`src/rtl/morse_pkg.sv`:
```
// Shared types and constants for the Morse character sequencer.
// State encoding, default unit durations and the element limit.
package morse_pkg;

  typedef enum logic [1:0] {
    S_IDLE,
    S_TONO,
    S_PAUSA,
    S_FIN
  } estado_t;

  localparam int DEF_PUNTO    = 1;
  localparam int DEF_RAYA     = 3;
  localparam int DEF_GAP_ELEM = 1;
  localparam int DEF_GAP_CAR  = 3;

  localparam int MAX_ELEM = 5;

  // Zero is rejected by the caller; anything above the limit is clamped.
  function automatic logic [2:0] clamp_len(input logic [2:0] l);
    return (l > 3'(MAX_ELEM)) ? 3'(MAX_ELEM) : l;
  endfunction

endpackage

```
`src/rtl/morse_secuenciador.sv`:
```
// Plays one latched Morse pattern as a keyed tone paced by tick.
// In: clk, rst_n, iniciar, patron, longitud, tick, bit_mux.
// Out: patron_q, sel, tono, ocupado, listo (all registered).
module morse_secuenciador
  import morse_pkg::*;
#(
  parameter int UNID_PUNTO    = DEF_PUNTO,
  parameter int UNID_RAYA     = DEF_RAYA,
  parameter int UNID_GAP_ELEM = DEF_GAP_ELEM,
  parameter int UNID_GAP_CAR  = DEF_GAP_CAR
) (
  input  logic       clk,
  input  logic       rst_n,
  input  logic       iniciar,
  input  logic [4:0] patron,
  input  logic [2:0] longitud,
  input  logic       tick,
  input  logic       bit_mux,
  output logic [4:0] patron_q,
  output logic [2:0] sel,
  output logic       tono,
  output logic       ocupado,
  output logic       listo
);

  localparam logic [1:0] PUNTO_M1 = 2'(UNID_PUNTO - 1);
  localparam logic [1:0] RAYA_M1  = 2'(UNID_RAYA - 1);
  localparam logic [1:0] GAPE_M1  = 2'(UNID_GAP_ELEM - 1);
  localparam logic [1:0] GAPC_M1  = 2'(UNID_GAP_CAR - 1);

  estado_t    state_q, state_d;
  logic [1:0] cnt_q, cnt_d;
  logic [2:0] sel_q, sel_d;
  logic [2:0] len_q, len_d;
  logic [4:0] patron_d;
  logic       tono_q, tono_d;
  logic       ocup_q, ocup_d;
  logic       listo_q, listo_d;
  logic [1:0] dur_m1;

  // sel is held through TONO, so the mux readback is stable.
  assign dur_m1 = bit_mux ? RAYA_M1 : PUNTO_M1;

  always_comb begin
    state_d  = state_q;
    cnt_d    = cnt_q;
    sel_d    = sel_q;
    len_d    = len_q;
    patron_d = patron_q;
    tono_d   = tono_q;
    ocup_d   = ocup_q;
    listo_d  = 1'b0;
    unique case (state_q)
      S_IDLE: begin
        if (iniciar && (longitud != 3'd0)) begin
          patron_d = patron;
          len_d    = clamp_len(longitud);
          sel_d    = 3'd0;
          cnt_d    = 2'd0;
          tono_d   = 1'b1;
          ocup_d   = 1'b1;
          state_d  = S_TONO;
        end
      end
      S_TONO: begin
        if (tick) begin
          if (cnt_q == dur_m1) begin
            cnt_d  = 2'd0;
            tono_d = 1'b0;
            if (sel_q == len_q - 3'd1)
              state_d = S_FIN;
            else
              state_d = S_PAUSA;
          end else begin
            cnt_d = cnt_q + 2'd1;
          end
        end
      end
      S_PAUSA: begin
        if (tick) begin
          if (cnt_q == GAPE_M1) begin
            cnt_d   = 2'd0;
            sel_d   = sel_q + 3'd1;
            tono_d  = 1'b1;
            state_d = S_TONO;
          end else begin
            cnt_d = cnt_q + 2'd1;
          end
        end
      end
      S_FIN: begin
        if (tick) begin
          if (cnt_q == GAPC_M1) begin
            cnt_d   = 2'd0;
            listo_d = 1'b1;
            ocup_d  = 1'b0;
            state_d = S_IDLE;
          end else begin
            cnt_d = cnt_q + 2'd1;
          end
        end
      end
      default: state_d = S_IDLE;
    endcase
  end

  always_ff @(posedge clk or negedge rst_n) begin
    if (!rst_n) begin
      state_q  <= S_IDLE;
      cnt_q    <= 2'd0;
      sel_q    <= 3'd0;
      len_q    <= 3'd0;
      patron_q <= 5'd0;
      tono_q   <= 1'b0;
      ocup_q   <= 1'b0;
      listo_q  <= 1'b0;
    end else begin
      state_q  <= state_d;
      cnt_q    <= cnt_d;
      sel_q    <= sel_d;
      len_q    <= len_d;
      patron_q <= patron_d;
      tono_q   <= tono_d;
      ocup_q   <= ocup_d;
      listo_q  <= listo_d;
    end
  end

  assign sel     = sel_q;
  assign tono    = tono_q;
  assign ocupado = ocup_q;
  assign listo   = listo_q;

endmodule

```
`config.mk`:
```
export PLATFORM = sky130hd
export DESIGN_NAME = morse_secuenciador
export DESIGN_NICKNAME = d
export VERILOG_FILES = /design/src/rtl/morse_pkg.sv /design/src/rtl/morse_secuenciador.sv
export SDC_FILE = /design/constraint.sdc
export NUM_CORES = 1
export LEC_CHECK = 0
export BUFFER_PORTS_ARGS = -buffer_cell sky130_fd_sc_hd__buf_2
export CAP_MARGIN = 25
export CORE_UTILIZATION = 40
export DETAILED_ROUTE_END_ITERATION = 8
export PLACE_DENSITY = 0.67
export REMOVE_ABC_BUFFERS = 1
export SLEW_MARGIN = 20
export SYNTH_ARGS = -nofsm -noshare
export SYNTH_HDL_FRONTEND = slang
export SYNTH_SLANG_ARGS = --single-unit
```
`constraint.sdc`:
```
create_clock -name clk -period 1.85 [get_ports clk]
set_input_delay 0.185 -clock clk [delete_from_list [all_inputs] [get_ports clk]]
set_output_delay 0.185 -clock clk [all_outputs]
set_load 0.005 [all_outputs]
```
---- Yosys cells after proc, flatten, opt, wreduce, memory -nomap -nowiden ----
Index checks and enable logic that the tools add are counted.
Widths: inputs -> output; s select.
operators by class
  $add $sub $neg .......................... 3
  multiply operators ...................... 0
  div/mod/pow operators ................... 0
  order comparisons ....................... 1
  equal/unequal tests ..................... 13
  shift-type cells ........................ 0
  muxes and demuxes ....................... 35
  bitwise operators ....................... 0
  reduce and logical (&&, ||, !) cells .... 13
operators with widths
  cell                 number
  $mux 2               15
  $pmux 2 s4           2
  $ne 2x2->1 const B   7
  $mux 3               4
  $reduce_and 4->1     3
  $mux 1               11
  $reduce_and 7->1     1
  $eq 2x2->1 const B   3
  $pmux 3 s2           1
  $reduce_and 6->1     1
  $reduce_bool 3->1    2
  $logic_not 2->1      2
  $reduce_bool 2->1    2
  $add 3x1->3 const B  1
  $eq 3x3->1           1
  $gt 3x3->1 const B   1
  $pmux 1 s3           1
  $sub 3x1->3 const B  1
  $add 2x1->2 const B  1
  $eq 2x1->1 const B   1
  $eq 2x2->1           1
  $pmux 1 s2           1
  $reduce_and 2->1     1
  $logic_and 1x1->1    1
word-level totals
  bits in registers ....................... 18
  bits in latches ......................... 0
  bits in writable memories ............... 0
  memory bits (read-only) ................. 0
  input port bits ......................... 13
  output and inout bits ................... 11
  word-level logic and storage cells ...... 73
  memories ................................ 0

---- Depth between registers and ports, before layout ----
  depth in word-level cells ............... 6
  depth in mapped cells ................... 5
  mapped depth without buffers ............ 5

---- Worst setup path before layout ----
OpenSTA, ideal clock, no wires.
  kind .................................... register to register
  start point ............................. register state_q[1]
  end point ............................... register len_q[2]
  setup time .............................. 125 ps
  arrival time ............................ 1474 ps
  data required time ...................... 1725 ps
  slack ................................... 251 ps
  cell stages (with the launch flop) ...... 6
  buffers on the path ..................... 2
  clock period less this slack ............ 1599 ps
  path through ............................ dfrtp_1 > buf_6 > or3b_4 > nor2_2 > buf_6 > mux2_4
on the way
  cells in the longest elaborated chain, start to end .. 2
RTL lines
  what                               line                       text
  start, declared                    morse_secuenciador.sv:31   estado_t state_q, state_d;
  start signal, assigned             morse_secuenciador.sv:118  state_q <= state_d;
  $logic_not 2->1                    morse_secuenciador.sv:53   unique case (state_q)
  $reduce_and 2->1 (no source line)  n/a
  end signal, assigned               morse_secuenciador.sv:121  len_q <= len_d;
  end, declared                      morse_secuenciador.sv:34   logic [2:0] len_q, len_d;
Every way passes these cells.
A chain may end at the register's enable or synchronous reset.

---- Final worst setup path ----
  start point ............................. register state_q[1]
  end point ............................... register patron_q[4]
on the way
  cells in the longest elaborated chain, start to end .. 2
RTL lines
  what                               line                       text
  $logic_not 2->1                    morse_secuenciador.sv:53
  $reduce_and 2->1 (no source line)  n/a
  end signal, assigned               morse_secuenciador.sv:122  patron_q <= patron_d;
  end, declared                      morse_secuenciador.sv:19   output logic [4:0] patron_q,
Every way passes these cells.

==> metrics.csv <==
stage;metric;value;unit
die;die width;51.99;µm
global_routing;antenna violations before repair;0;
yosys;Mean Syn Cell Area;11.76;µm²
die;core area;0.002276;mm²
placement;Placer Congestion;0.7386;
yosys;Yosys warning total;0;
routing;Final ANT Viol Nets;0;
routing;final wirelength;1851;µm
sta;f_max;606.6;MHz
clock_tree;clock-pin slew on the worst setup and hold paths;0.10;ns
sta;Slew @ Worst Pin;0.3902;ns
routing;vias;732;
global_routing;vias in the first global route;718;
clock_tree;clk_lat worst skew;0.29;ns
outcome;run status;complete, no violations;
yosys;ys flop type;dfrtp_1;
power;Pwr Total;1791;µW
setup_path;CP startpoint kind;flop;
placement;Placed Instances;138;
final_layout;antenna cell count;0;
yosys;Synth Register Bits;18;
routing;drc violations;0;
die;Die ar.;0.002703;mm²
clock_tree;root buffer cell;clkbuf_4;
final_layout;post-route cell area;0.001212;mm²
clock_tree;Num CTS Buffers;3;
clock_tree;CTS tree;built;
die;Rows;17;
die;Die Y;51.99;µm
setup_path;Setup CP Type;reg -> reg;
die;# IOs;24;
power;pwr dens;1477;mW/mm²
sta;final setup fails;0;
sta;Final Critical Period;1.649;ns
sta;Final Max Tran Viols;0;
setup_path;crit path DAT;1.83;ns
routing;routed vias/inst;5.119;
worst_hold_path;HP Class;in -> reg;
final_layout;Layout area overhead;21.28;%
sta;Fin Setup TNS;0;ns
clock_tree;htree depth;1;
yosys;post-synth cell types;32;
yosys;Seq/Total Area, Yosys;45.06;%
placement;DP HPWL;1442;µm
sta;final hold viol count;0;
routing;Detailed Routing Iterations Pass 1;4;
global_routing;All-Layer GR Usage;15.90;%
global_routing;first-pass GRT wire length;3056;µm
yosys;Syn Inst Count;85;
sta;post-route clock skew;0.0006727;ns
die;Initial Util;43.93;%
setup_path;crit path capture type;flop;
job;max cap viols;0;
global_routing;Overflow after GRT;0;
placement;IO Port Bufs;23;
clock_tree;clk buf depth;2;
clock_tree;clock sink count;18;
global_routing;largest net degree at the start of global routing;19;
power;Max rail drop VDD;0.7703;mV
yosys;Post-synth EDFFs;0;
routing;Wirelength per Cell;12.94;µm
setup_path;worst-path fanout max;8;
routing;Starting DRT DRC Count;13;
power;Pleak;0.0005977;µW
sta;Worst slew margin;73.98;%
placement;Cell Area, Placed;0.001166;mm²
final_layout;fraction of layout instances using a drive strength above 1;39.13;%
sta;unrepaired setup endpoints after global routing;false;
setup_path;CP required;2.04;ns
yosys;Post-Synthesis Cell Area;999.7;µm²
yosys;Async SR Flop Fraction;100.0;%
final_layout;# nets final;135;
sta;Final Cycle Share;89.12;%
final_layout;fin cells;143;
cell usage after synthesis (2+ instances only):
cell / instances / area [µm²]
buf_6: 3 / 33.78
dfrtp_1: 18 / 450.4
ha_1: 6 / 75.07
inv_1: 8 / 30.03
mux2_2: 3 / 33.78
mux2_4: 5 / 75.07
mux2i_1: 2 / 20.02
nand2_1: 4 / 15.01
nand3_1: 3 / 15.01
nor2_1: 3 / 11.26
nor3b_1: 2 / 15.01
o21ai_0: 5 / 25.02
o22ai_1: 2 / 12.51
xor2_1: 3 / 26.28
sequential cells by signal (all words and copies together) (netlist names):
name,cells
tono,1
listo,1
ocupado,1
len_q,3
state_q,2
sel,3
patron_q,5
cnt_q,2
logic make-up after synthesis:
group | count (synthesis) | synth area share, %
AOI/OAI and AO/OA | 17 | 11.89
xor gates and xnor gates | 5 | 5.758
adders and majority gates | 6 | 7.509
buffers and inverters | 11 | 6.383
DFF | 18 | 45.06
muxes | 10 | 12.89
and+or+nand+nor | 18 | 10.51
path summary, 6_finish.rpt:
check / slack (ns) / depth (start not counted) / from / endpoint
setup / recovery: 0.20 / 4 / state_q[1]$_DFFE_PN0P_ / patron_q[4]$_DFFE_PN0P_
hold / removal: 0.12 / 2 / patron[1] / patron_q[1]$_DFFE_PN0P_
setup reg to reg: 0.20 / 4 / state_q[1]$_DFFE_PN0P_ / patron_q[4]$_DFFE_PN0P_
hold reg to reg: 0.49 / 1 / tono$_DFFE_PN0P_ / tono$_DFFE_PN0P_
max in group asynchronous: 1.24 / 2 / rst_n / patron_q[2]$_DFFE_PN0P_
min in group asynchronous: 0.33 / 2 / rst_n / sel[2]$_DFFE_PN0P_
layout make-up:
cell class              count  area, µm²
clock buffers               4      36.28
fillers                   194       1064
inverters                   8      30.03
multi-input cells          56      485.5
flip-flops and latches     18      450.4
well taps                  28      35.03
repair buffers             29      175.2
worst max-delay path, stage by stage (launching register included):
cell and delay, ns:
dfrtp_1 0.39, or3b_4 0.42, nor2_2 0.24, buf_12 0.17, mux2_2 0.33
stage by stage:
step	util [%]	setup slack, ns	hold slack [ns]
2_1_floorplan	-	0.09507	-0.1106
3_3_place_gp	51.24	0.2330	0.1277
3_5_place_dp	51.24	0.2101	0.1380
4_1_cts	53.27	0.1964	0.1075
5_1_grt	53.27	0.1551	0.09465
6_report	53.27	0.2014	0.1159
power breakdown:
part / internal [µW] / switching, µW
clock network: 120 / 119
registers: 561 / 121
logic: 503 / 367
total: 1180 / 607
placed cells by master, fill, tap and decap left out, drive strengths merged:
| cell type | instances |
|---|---|
| and4 | 1 |
| nand3 | 3 |
| a22oi | 1 |
| inv | 8 |
| clkbuf | 4 |
| o2111ai | 1 |
| mux2 | 8 |
| ha | 6 |
| xor2 | 3 |
| a311o | 1 |
| a21oi | 1 |
| dfrtp | 18 |
| and2b | 1 |
| o21bai | 1 |
| nand4b | 1 |
| o211ai | 1 |
| or3b | 1 |
| nor3b | 2 |
| mux2i | 2 |
| nor3 | 1 |
| xnor3 | 1 |
| nand2 | 4 |
| xnor2 | 1 |
| o21ai | 5 |
| a21o | 1 |
| dlygate4sd3 | 1 |
| nor2 | 4 |
| o21a | 1 |
| o22a | 1 |
| o22ai | 2 |
| buf | 28 |
| a2bb2oi | 1 |
timing repair:
item	4_1_cts	5_1_grt
gates resized for setup	0	0
setup buffers	0	0
hold buffers	1	0
endpoints found under the hold margin	18	0
metal layers:
| metal | vias to the layer above | routed length [µm] | global-route usage [%] |
|---|---|---|---|
| met5 | - | 0 | 0 |
| met4 | 0 | 12 | 4.054 |
| met3 | 2 | 89 | 5.263 |
| met2 | 23 | 923 | 27.35 |
| met1 | 351 | 825 | 18.76 |
| li1 | 356 | - | - |
Note: power is estimated with default switching activity, not from simulation.
